==> config.mk <==
export PLATFORM = sky130hd
export DESIGN_NAME = aes_out_serializer
export DESIGN_NICKNAME = d
export VERILOG_FILES = /design/src/rtl/aes_out_serializer.sv
export SDC_FILE = /design/constraint.sdc
export NUM_CORES = 1
export LEC_CHECK = 0
export CAP_MARGIN = 25
export CORE_AREA = 2 2 204 206
export DETAILED_ROUTE_END_ITERATION = 12
export DIE_AREA = 0 0 206 208
export PLACE_DENSITY = 0.77
export SLEW_MARGIN = 20
export SYNTH_ARGS = -nofsm -noshare
export SYNTH_HDL_FRONTEND = slang
export SYNTH_SLANG_ARGS = --single-unit
==> constraint.sdc <==
create_clock -name clk -period 51.9 [get_ports clk]
set_input_delay 7.785 -clock clk [delete_from_list [all_inputs] [get_ports clk]]
set_output_delay 7.785 -clock clk [all_outputs]
set_load 0.005 [all_outputs]
==> src/rtl/aes_out_serializer.sv <==
// aes_out_serializer: buffers 128-bit AES result blocks in a small FIFO and
// hands them to the host as a stream of 32-bit words under valid/ready.
// Free-space reporting lets upstream launch a block only when it can land.
module aes_out_serializer #(
  parameter int DEPTH     = 4,
  parameter bit MSW_FIRST = 1'b1
) (
  input  logic                     clk,
  input  logic                     reset,
  input  logic                     i_enable,
  input  logic                     i_blk_valid,
  input  logic [127:0]             i_blk_data,
  input  logic                     i_clear,
  input  logic                     i_word_ready,
  output logic                     o_word_valid,
  output logic [31:0]              o_word,
  output logic                     o_last,
  output logic [$clog2(DEPTH):0]   o_free_cnt,
  output logic                     o_empty,
  output logic                     o_full,
  output logic                     o_overflow
);
  localparam int AW = $clog2(DEPTH);
  localparam int PW = AW + 1;
  localparam logic [PW-1:0] DEPTH_P = PW'(DEPTH);

  logic [DEPTH-1:0][127:0] mem;
  logic [PW-1:0]           wr_ptr, rd_ptr, used;
  logic [1:0]              widx;
  logic                    overflow;
  logic                    push, xfer, pop, full, empty, accept;
  logic [3:0][31:0]        head_words;
  logic [1:0]              wsel;

  // Pointers carry one extra wrap bit, so the difference is the fill level.
  assign used   = wr_ptr - rd_ptr;
  assign full   = (used == DEPTH_P);
  assign empty  = (used == '0);

  // The core holds its valid while disabled; only enabled cycles are fresh blocks.
  assign push   = i_blk_valid && i_enable;
  assign xfer   = !empty && i_word_ready;
  assign pop    = xfer && (widx == 2'd3);
  // A final-word pop on the same edge frees the slot the new block lands in.
  assign accept = push && (!full || pop);

  // Block storage; contents survive i_clear, only pointers are flushed.
  always_ff @(posedge clk or posedge reset) begin
    if (reset)                    mem <= '0;
    else if (accept && !i_clear)  mem[wr_ptr[AW-1:0]] <= i_blk_data;
  end

  // Pointer, word-index and sticky overflow state; clear beats push and pop.
  always_ff @(posedge clk or posedge reset) begin
    if (reset) begin
      wr_ptr   <= '0;
      rd_ptr   <= '0;
      widx     <= '0;
      overflow <= 1'b0;
    end else if (i_clear) begin
      wr_ptr   <= '0;
      rd_ptr   <= '0;
      widx     <= '0;
      overflow <= 1'b0;
    end else begin
      if (accept)          wr_ptr   <= wr_ptr + PW'(1);
      if (pop)             rd_ptr   <= rd_ptr + PW'(1);
      if (xfer)            widx     <= widx + 2'd1;
      if (push && !accept) overflow <= 1'b1;
    end
  end

  // Word select straight off the registered head entry: stable under stalls.
  assign head_words   = mem[rd_ptr[AW-1:0]];
  assign wsel         = MSW_FIRST ? ~widx : widx;
  assign o_word       = head_words[wsel];

  assign o_word_valid = !empty;
  assign o_last       = !empty && (widx == 2'd3);
  assign o_free_cnt   = DEPTH_P - used;
  assign o_empty      = empty;
  assign o_full       = full;
  assign o_overflow   = overflow;
endmodule

# --- Word-level counts from Yosys, hierarchy flattened ---
# Index checks and enable logic that the tools add are counted.
word_totals:
  inputBits: 134
  output_inout_bits: 40
  reg_bits: 521
  elab_cells: 53
op_classes:
  reduce_logical: 18
  n_bitwise: 1
  eq_ne: 2
  n_addsub: 5
  order_cmp: 4
  n_mux: 15
op_table:
  columns: ["operator", "count"]
  rows:
  - ["$bwmux W512", 1]
  - ["$bmux W128 S2", 1]
  - ["$demux W128 S2", 1]
  - ["$mux W128", 2]
  - ["$bmux W32 S2", 1]
  - ["$mux W32", 1]
  - ["$mux W3", 4]
  - ["$lt A2 B3 Y1 const B", 3]
  - ["$logic_and A1 B1 Y1", 8]
  - ["$reduce_bool A2 Y1", 4]
  - ["$add A3 B1 Y3 const B", 2]
  - ["$logic_not A1 Y1", 4]
  - ["$mux W2", 2]
  - ["$eq A3 B3 Y1 const B", 1]
  - ["$logic_not A3 Y1", 1]
  - ["$sub A3 B3 Y3", 1]
  - ["$sub A3 B3 Y3 const A", 1]
  - ["$add A2 B1 Y2 const B", 1]
  - ["$eq A2 B2 Y1 const B", 1]
  - ["$ge A2 B1 Y1 const B", 1]
  - ["$mux W1", 2]
  - ["$not A2 Y2", 1]
  - ["$logic_or A1 B1 Y1", 1]

# --- Logic depth before layout (Yosys ltp) ---
# Gate-level depths: netlist of run 1.
logic_depth:
  ltp_word: 11
  mapped_depth: 13
  mapped_depth_nobuf: 11

# --- Least setup slack after synthesis of run 1 ---
# Ideal clock, no wire load.
synth_timing:
  kind: "reg-to-output"
  startpoint: "register wr_ptr[0]"
  endpoint: "output port o_last"
  n_path_buf: 0
  path_stages_with_launch: 9
  setup_slack_ps: 42312
  required_time_ps: 44115
  arrival_time_ps: 1803
  cell_sequence: "dfrtp_1 > inv_1 > ha_1 > fa_1 > xnor2_1 > xnor2_1 > inv_1 > ha_1 > nor2b_1"
synth_via:
  elab_chain_cells: 4
synth_lines:
  columns: ["item", "line_no", "source"]
  rows:
  - ["from (decl)", "28", "logic [PW-1:0] wr_ptr, rd_ptr, used;"]
  - ["from (signal assigned)", "66", "if (accept) wr_ptr <= wr_ptr + PW'(1);"]
  - ["$sub A3 B3 Y3", "36", "assign used = wr_ptr - rd_ptr;"]
  - ["$logic_not A3 Y1", "38", "assign empty = (used == '0);"]
  - ["via o_empty", "19", "output logic o_empty,"]
  - ["$logic_not A1 Y1", "79", "assign o_last = !empty && (widx == 2'd3);"]
  - ["$logic_and A1 B1 Y1", "79", null]
  - ["to (decl)", "17", "output logic o_last,"]
# The timed path passes the listed nets, and every way through them passes these cells.

# --- Final worst setup path of run 1 ---
layout_timing:
  startpoint: "register rd_ptr[1]"
  endpoint: "output port o_word[17]"
layout_via:
  elab_chain_cells: 4
layout_lines:
  columns: ["item", "line_no", "source"]
  rows:
  - ["from (decl)", "28", null]
  - ["from (signal assigned)", "67", "if (pop) rd_ptr <= rd_ptr + PW'(1);"]
  - ["$bmux W128 S2", "74", "assign head_words = mem[rd_ptr[AW-1:0]];"]
  - ["$mux W128 (not written as such)", "74", null]
  - ["$bmux W32 S2", "76", "assign o_word = head_words[wsel];"]
  - ["$mux W32 (not written as such)", "76", null]
  - ["to (decl)", "16", "output logic [31:0] o_word,"]
# Every way passes these cells. The select of a mux whose other input is x is not followed.

==> results of run 1 <==
-- cell usage after synthesis, drive strengths merged --
cell    instances  area [µm²]
a211oi          2       27.53
a21oi           2       10.01
a22oi          64       480.5
a41oi           1       8.760
and2            5       41.29
buf            84        1156
clkbuf         16       60.06
dfrtp         521       13040
fa              1       20.02
ha             10       125.1
inv             7       26.28
mux2          512        5878
mux2i           2       20.02
mux4          128        2883
nand2          34       127.6
nand3           2       10.01
nand3b          1       20.02
nor2            9       33.78
nor2b           4       25.02
xnor2           5       43.79
xor2            2       17.52
-- registers in the layout, summed over array words and instances (netlist names) --
name and count:
widx 2, wr_ptr 3, rd_ptr 3, o_overflow 1, mem 512
-- area by class of cell --
type	count	share of cell area, %
repair buffers	195	7.251
multi-input cells	784	35.78
well taps	532	2.435
clock buffers	76	5.649
inverters	7	0.1236
flip-flops and latches	521	47.73
clock inverters	19	0.9979
diodes	4	0.03662
-- worst reg2reg max path: cells and delay by family, from the launching register on --
family	cells	cell delay, ns
and+or+nand+nor	2	0.68
AOI/OAI and AO/OA	1	0.32
DFF	1	0.83
adders and majority gates	3	1.05
buffers and inverters	3	2.39
muxes	1	0.50
-- worst max path at each step --
stage / end / slack [ns] / cells after the start
global route: o_word[15] / 39.91 / 5
global placement: mem[408] / 40.60 / 7
detailed placement: mem[406] / 40.57 / 7
floorplan: mem[0] / 29.56 / 1
finish: o_word[17] / 40.10 / 5
CTS: o_word[15] / 40.01 / 5
-- through the flow --
step / instances / utilization, % / cell area (µm²)
after detailed placement: 2035 / 62.64 / 25400
after global routing: 2138 / 67.40 / 27330
final: 2138 / 67.40 / 27330
after global placement: 2035 / 62.64 / 25400
after floorplan: 1412 / - / 24050
after CTS: 2130 / 67.12 / 27220
-- report_power, final --
group	internal [mW]	switching, mW	total [mW]	leakage [nW]
combinational	0.114	0.0624	0.176	4.27
sequential	0.478	0.0350	0.513	6.78
clock	0.237	0.160	0.396	0.891
total	0.828	0.257	1.08	11.9
-- cell families (layout without fill, tap and decap cells) --
kind of cell,count (synthesis),in the layout
mux,642,642
flops,521,521
buf+inv,107,297
compound gates,69,69
simple gates,55,55
fa+ha+maj,11,11
xor+xnor,7,7
other cells,0,4
-- per-layer routing --
layer / part of all wire, % / GRT usage (%) / wire (µm) / vias to the layer above
met5: 0.021 / 0 / 11 / -
met1: 46 / 37.85 / 23780 / 6976
met3: 4.0 / 3.180 / 2064 / 76
li1: - / - / - / 5604
met4: 2.3 / 8.621 / 1196 / 2
met2: 48 / 38.23 / 24560 / 273
-- layout by cell type (no fill, tap or decap), drive strengths merged, types with 5 or more instances in the layout --
cell / instances
mux2: 512
clkdlybuf4s50: 173
clkbuf: 76
mux4: 128
xnor2: 5
buf: 22
and2: 5
dfrtp: 521
inv: 10
bufinv: 6
a22oi: 64
nor2: 9
ha: 10
nand2: 34
clkinv: 8
==> flow_summary_export.csv, run 1 <==
group,metric,value,unit
timing,worst_pin_slew,1.069,ns
cells_and_area,fillers,2799,
setup_path,cpPeakStageDelay,0.83,ns
grt,track_usage,25.13,%
synth,synth_mux_area_share,36.51,%
cells_and_area,multi_input_area,9779,µm²
timing,max_slew_margin,28.73,%
synth,synth_area_per_cell,17.03,µm²
route,drtAntennaViolNets,0,
worst_hold_path,hp-class,"flop to flop",
setup_path,crit_type,"flop to primary output",
route,drt-vias-per-instance,6.048,
die,die_height,208,µm
route,vias,12931,
worst_hold_path,min_to,"mem[39]",
pwr,ir_worst_vdd,0.02871,mV
grt,grt_start_max_net_pins,128,
placed_design,hpwl,31290,µm
grt,grt_pass1_vias,14290,
clocking,numCtsBuffers,54,
route,drc,0,
synth,yosys.area_share.adder,0.6034,%
pwr,leakagePower,11.94,nW
timing,fmax,84.73,MHz
worst_hold_path,min_path_cells,1,
timing,hold_ws,0.4839,ns
worst_hold_path,worstHoldStart,"mem[39]",
clocking,root_buffer,"clkbuf_16",
setup_path,path_max_fanout,40,
synth,synth_seq_cells,521,
run,max-cap-violations,0,
route,wl_per_cell,24.14,µm
timing,fin_ws,40.10,ns
cells_and_area,area_delta_synth_final,13.64,%
timing,finalCriticalPeriod,11.80,ns
setup_path,crit_path_start_kind,"flop",
route,dr.pass1.iters,5,
grt,grt_pass1_wl,82720,µm
clocking,cts_resized,0,
synth,syn_nets,1557,
clocking,clk_path_buf_depth,3,
setup_path,worst_ep_required_time,44.11,ns
setup_path,cp_cell_sequence,"buf_4 -> mux4_2 -> a22oi_1 -> nand2_1 -> clkdlybuf4s50_1",
timing,slew_viol_final,0,
synth,synth-xor-area-share,0.2549,%
placed_design,portBuffers,173,
synth,syn_area,24050,µm²
synth,synth-simple-area-share,1.072,%
die,core-area,40550,µm²
setup_path,timing.rr.start,"rd_ptr[1]",
clocking,worstSkewPairLatency,0.61,ns
die,start_util,59.31,%
synth,synth_top_family_by_area,"multiplexers",
placed_design,gp_congestion,0.7687,
synth,syn_inst,1412,
clocking,h-tree-depth,2,
timing,skew,0.01739,ns
cells_and_area,drive_gt1_share,46.44,%
setup_path,reg2reg_slack,46.03,ns
setup_path,reg2reg_depth,10,
die,core.rowCount,74,
synth,netlist-cell-type-count,27,
timing,final.setup.tns,0,ns
timing,grt_setup_unrepaired,"no",
route,wirelength,51620,µm
die,dieArea,42850,µm²
cells_and_area,nets,1708,
pwr,power.total,1.085,mW
clocking,clkTransAtPathRegs,0.06,ns
setup_path,crit_family,"buffers and inverters",
timing,fin_crit_sh,22.74,%
synth,synth_seq_area_share,54.21,%
route,drt_iter0_markers,926,
pwr,powerDensity,39.70,nW/µm²
clocking,clkSinkCount,521,
setup_path,cp.arrival,4.02,ns
clocking,post_cts_buffers,0,
timing,finalSetupViolCount,0,
setup_path,crit_path_top_delay_cell,"dfrtp_4",
synth,ys_warn_count,0,
placed_design,preCtsSetupSlack,40.57,ns
run_status,status,"finished clean",
timing,hold_viol_final,0,
grt,grt_overflow,0,
synth,synth_compound_gate_area_share,2.190,%
setup_path,r2r-end,"mem[406]",
clocking,tritoncts,"done",
setup_path,end_kind,"primary output",
die,die_w,206,µm
die,io_pins,174,
cells_and_area,seq_area,13050,µm²
grt,antenna_found_initial,5,
setup_path,startpoint,"rd_ptr[1]",
clocking,cts_hold_buffers,0,
setup_path,cp.buffers_inverters,2,
(Power assumes the default switching activity.)
==> run 2, diff against run 1 <==
CORE_AREA = 2 2 205 207   (was 2 2 204 206)
DIE_AREA = 0 0 207 209   (was 0 0 206 208)
clock period = 11.9 ns   (was 51.9 ns; I/O delays follow)
==> run 2 against run 1 <==
First-iteration DRC count is 17% lower. Clock skew is 0.0038 ns lower. Sequential share of layout area fell by 0.059 points. Combinational power rose to 4.3 times the previous value. Critical path depth is the same. Wire length grew 3.8%. Power grew to 4.4 times the previous value. Global-route usage grew 0.21 points. Setup slack worse by 34 ns. Largest cell class unchanged.
==> flow_summary_export.csv, run 2 (synthesized netlist as in run 1, its figures left out) <==
group,metric,value,unit
run_status,status,"finished clean",
route,vias,13060,
timing,slew_viol_final,0,
clocking,root_buffer,"clkbuf_16",
placed_design,hpwl,33350,µm
cells_and_area,stdcell_count,2153,
cells_and_area,nets,1711,
placed_design,gp_congestion,0.7674,
setup_path,crit_path_top_delay_cell,"dfrtp_4",
timing,max_slew_margin,32.33,%
timing,worst_pin_slew,1.015,ns
clocking,h-tree-depth,2,
timing,grt_setup_unrepaired,"no",
cells_and_area,final_cell_mix,"519 x dfrtp_1, 468 x mux2_2, 173 x clkdlybuf4s50_1, 128 x mux4_2, 64 x a22oi_1",
timing,fin_crit_sh,49.99,%
grt,grt_pass1_wl,84620,µm
timing,skew,0.01355,ns
clocking,numCtsBuffers,54,
cells_and_area,final_common_cell,"dfrtp_1",
die,core.rowCount,75,
clocking,cts_resized,0,
route,dr.pass1.iters,5,
setup_path,crit_path_start_kind,"flop",
route,drtAntennaViolNets,0,
run,max-cap-violations,0,
timing,finalSetupViolCount,0,
cells_and_area,reg_top3,"mem: 512 flops, rd_ptr: 3 flops, wr_ptr: 3 flops",
route,drt_iter0_markers,767,
route,drt-vias-per-instance,6.066,
timing,final.setup.tns,0,ns
clocking,clkTransAtPathRegs,0.06,ns
timing,hold_viol_final,0,
clocking,clkSinkCount,521,
pwr,ir_worst_vdd,0.1198,mV
setup_path,crit_type,"flop to primary output",
die,die_height,209,µm
cells_and_area,largest_reg_flops,512,
route,wirelength,53590,µm
timing,finalCriticalPeriod,5.949,ns
grt,grt_pass1_vias,14163,
setup_path,cpPeakStageDelay,1.01,ns
placed_design,placed_cells,2047,
worst_hold_path,hp-class,"flop to flop",
setup_path,cp.arrival,4.16,ns
route,wl_per_cell,24.89,µm
pwr,leakagePower,11.96,nW
clocking,tritoncts,"done",
grt,track_usage,25.35,%
clocking,worstSkewPairLatency,0.60,ns
cells_and_area,top_register,"mem",
grt,antenna_found_initial,10,
grt,grt_start_max_net_pins,82,
timing,fmax,168.1,MHz
die,core-area,41290,µm²
setup_path,cp_cell_sequence,"buf_4 -> mux4_2 -> a22oi_1 -> nand2_1 -> clkdlybuf4s50_1",
clocking,cts_hold_buffers,0,
placed_design,portBuffers,173,
grt,grt_overflow,0,
die,die_w,207,µm
cells_and_area,drive_gt1_share,46.34,%
route,drc,0,
clocking,clk_path_buf_depth,3,
clocking,post_cts_buffers,0,
cells_and_area,area_delta_synth_final,13.78,%
die,start_util,58.25,%
pwr,powerDensity,174.0,nW/µm²
die,dieArea,43260,µm²
setup_path,worst_ep_required_time,10.12,ns
die,io_pins,174,
setup_path,path_max_fanout,46,
setup_path,end_kind,"primary output",
==> run 2: changes by cell type in the layout (fill, tap and decap cells not counted), sizes merged <==
cell / change
clkinv: -5
buf: +3
clkinvlp: +1
inv: -3
clkbuf: +14
bufinv: -2
==> run 2: metrics by stage <==
| step | total power, mW | worst slack, ns | area [µm²] | hold slack (ns) | utilization [%] |
|---|---|---|---|---|---|
| floorplan | 2.755 | 3.037 | 24060 | 0.4524 | - |
| global placement | 2.986 | 6.589 | 25430 | 0.4648 | 61.60 |
| detailed placement | 3.031 | 6.613 | 25430 | 0.4768 | 61.60 |
| CTS | 4.799 | 5.910 | 27300 | 0.4904 | 66.13 |
| global route | 4.962 | 5.758 | 27360 | 0.5065 | 66.26 |
| finish | 4.762 | 5.951 | 27370 | 0.4889 | 66.28 |
==> run 2: where the power goes <==
group,switching (mW),internal (mW),total (mW)
Clock,0.695,1.06,1.76
Sequential,0.156,2.08,2.24
Combinational,0.269,0.496,0.765
==> run 2: cell type report <==
| cell class | instances | area (µm²) |
|---|---|---|
| clock buffers | 90 | 1710 |
| multi-input cells | 784 | 9779 |
| repair buffers | 198 | 1956 |
| flip-flops and latches | 521 | 13050 |
| clock inverters | 10 | 161.4 |
| inverters | 7 | 30.03 |
| well taps | 539 | 674.4 |
| diodes | 4 | 10.01 |
| fillers | 2890 | 13920 |
==> run 2: path summary, 6_finish.rpt <==
path	start	depth (start not counted)	slack, ns	end
setup / recovery	rd_ptr[0]	5	5.95	o_word[17]
hold / removal	mem[344]	1	0.49	mem[344]
setup reg to reg	rd_ptr[0]	11	7.12	mem[398]
hold reg to reg	mem[344]	1	0.49	mem[344]
max in group asynchronous	reset	5	8.15	mem[123]
min in group asynchronous	reset	2	1.61	mem[360]
==> run 2: layer usage <==
layer  GRT usage [%]  up-vias  share of wire (%)
met5               0        -               0.17
met4           7.586       14                2.4
li1                -     5613                  -
met2           36.72      281                 45
met1           39.06     7061                 47
met3           5.170       91                5.5
==> run 2: worst max-delay path: cells and delay by family (launching register included) <==
kind,cells,cell delay (ns)
compound gates,1,0.45
buf+inv,2,1.20
flops,1,1.01
simple gates,1,0.20
mux,1,0.59
==> run 3, diff against run 2 <==
CORE_AREA = 2 2 217 219   (was 2 2 205 207)
DIE_AREA = 0 0 219 221   (was 0 0 207 209)
PLACE_DENSITY = 0.72   (was 0.77)
clock period = 4.8 ns   (was 11.9 ns; I/O delays follow)
==> run 3 against run 2 <==
Combinational power grew 150%. Clock power increased by 140%. Critical path type unchanged. Count of clock-buffer cells in the layout decreased by 12. Setup slack worse by 5.4 ns. Core utilization is 6.4 points lower. Critical path depth stayed put. Clock skew hardly changed. First-iteration DRC count increased by 4.2%. Largest power group unchanged.
==> flow_summary_export.csv, run 3 (synthesized netlist as in run 1, its figures left out) <==
group,metric,value,unit
cells_and_area,seq_area,13050,µm²
cells_and_area,fillers,3545,
timing,hold_viol_final,0,
setup_path,crit_path_top_delay_cell,"mux4_2",
setup_path,path_max_fanout,97,
timing,finalSetupViolCount,0,
placed_design,portBuffers,173,
pwr,power.total,11.59,mW
pwr,ir_worst_vdd,0.2973,mV
setup_path,crit_path_start_kind,"flop",
timing,fin_ws,0.5731,ns
route,vias,12895,
die,io_pins,174,
route,wl_per_cell,24.33,µm
timing,finalCriticalPeriod,4.227,ns
grt,grt_pass1_wl,85780,µm
setup_path,cp_cell_sequence,"buf_12 -> mux4_2 -> a22oi_1 -> nand2_1 -> clkdlybuf4s50_1",
grt,track_usage,23.15,%
setup_path,end_kind,"primary output",
run,max-cap-violations,0,
cells_and_area,drive_gt1_share,46.81,%
run_status,status,"finished clean",
clocking,worstSkewPairLatency,0.59,ns
grt,grt_start_max_net_pins,116,
setup_path,crit_type,"flop to primary output",
timing,max_slew_margin,33.71,%
grt,grt_pass1_vias,13964,
clocking,cts_hold_buffers,0,
die,die_height,221,µm
grt,grt_overflow,0,
clocking,numCtsBuffers,53,
cells_and_area,final_cell_mix,"519 x dfrtp_1, 468 x mux2_2, 173 x clkdlybuf4s50_1, 128 x mux4_2, 64 x a22oi_1",
placed_design,preCtsSetupSlack,1.002,ns
die,dieArea,48400,µm²
worst_hold_path,hp-class,"flop to flop",
setup_path,cp.arrival,3.51,ns
die,start_util,52.22,%
pwr,powerDensity,420.6,nW/µm²
route,drc,0,
cells_and_area,multi_input_area,9779,µm²
timing,grt_setup_unrepaired,"no",
cells_and_area,largest_reg_flops,512,
clocking,post_cts_buffers,0,
timing,skew,0.01344,ns
route,dr.pass1.iters,4,
clocking,clkSinkCount,521,
clocking,clk_path_buf_depth,3,
cells_and_area,antennaDiodeCount,0,
timing,fmax,236.6,MHz
die,die_w,219,µm
cells_and_area,reg_top3,"mem: 512 flops, rd_ptr: 3 flops, wr_ptr: 3 flops",
setup_path,cpPeakStageDelay,0.59,ns
placed_design,hpwl,34140,µm
cells_and_area,nets,1719,
die,core.rowCount,79,
route,drt_iter0_markers,799,
clocking,cts_resized,0,
clocking,root_buffer,"clkbuf_16",
clocking,tritoncts,"done",
clocking,h-tree-depth,2,
cells_and_area,final_common_cell,"dfrtp_1",
cells_and_area,area_delta_synth_final,14.61,%
timing,slew_viol_final,0,
route,drtAntennaViolNets,0,
route,wirelength,54010,µm
placed_design,gp_congestion,0.7540,
die,core-area,46060,µm²
grt,antenna_found_initial,1,
cells_and_area,top_register,"mem",
clocking,clkTransAtPathRegs,0.06,ns
route,drt-vias-per-instance,5.809,
timing,fin_crit_sh,88.06,%
timing,worst_pin_slew,0.9943,ns
pwr,leakagePower,12.02,nW
setup_path,worst_ep_required_time,4.08,ns
[run 3: cell type report]
cell class                      instances  share of cell area, %
Clock buffer                           78                  5.660
Clock inverter                         16                 0.6536
Inverter                                7                 0.1089
Multi-Input combinational cell        784                  35.48
Sequential cell                       521                  47.32
Tap cell                              607                  2.755
Timing Repair Buffer                  207                  8.025
[run 3: layer usage]
metal	up-vias	GRT usage, %	share of wire [%]
met3	59	4.055	3.9
met4	2	4.359	1.6
li1	5616	-	-
met5	-	0	0.024
met1	7000	35.69	48
met2	218	34.94	47
[run 3: path summary, 6_finish.rpt]
| path | startpoint | end | slack, ns | depth (start not counted) |
|---|---|---|---|---|
| max in group asynchronous | reset | mem[386] | 3.00 | 3 |
| hold reg to reg | mem[502] | mem[502] | 0.48 | 1 |
| setup / recovery | rd_ptr[0] | o_word[17] | 0.57 | 5 |
| setup reg to reg | wr_ptr[0] | mem[421] | 0.99 | 12 |
| hold / removal | mem[502] | mem[502] | 0.48 | 1 |
| min in group asynchronous | reset | mem[448] | 0.69 | 2 |
[run 3: stage by stage]
stage	hold WS [ns]	instance area (µm²)	util, %	setup TNS [ns]	instances
5_1_grt	0.5036	27570	59.85	0	2220
4_1_cts	0.4872	27570	59.85	0	2220
6_report	0.4820	27570	59.85	0	2220
2_1_floorplan	0.4524	24060	-	-1562.07	1412
3_5_place_dp	0.4732	25830	56.07	0	2126
3_3_place_gp	0.4635	25830	56.07	0	2126
[run 3: power by group]
part	internal [mW]	switching [mW]
Clock	2.45	1.70
Combinational	1.24	0.670
Sequential	5.16	0.373
[run 3: worst max-delay path, delay by kind of cell, from the launching register on]
family | cells | cell delay (ns)
AND/OR/NAND/NOR | 1 | 0.17
flip-flops | 1 | 0.43
AO/OA/AOI/OAI | 1 | 0.58
multiplexers | 1 | 0.59
buffers and inverters | 2 | 1.01
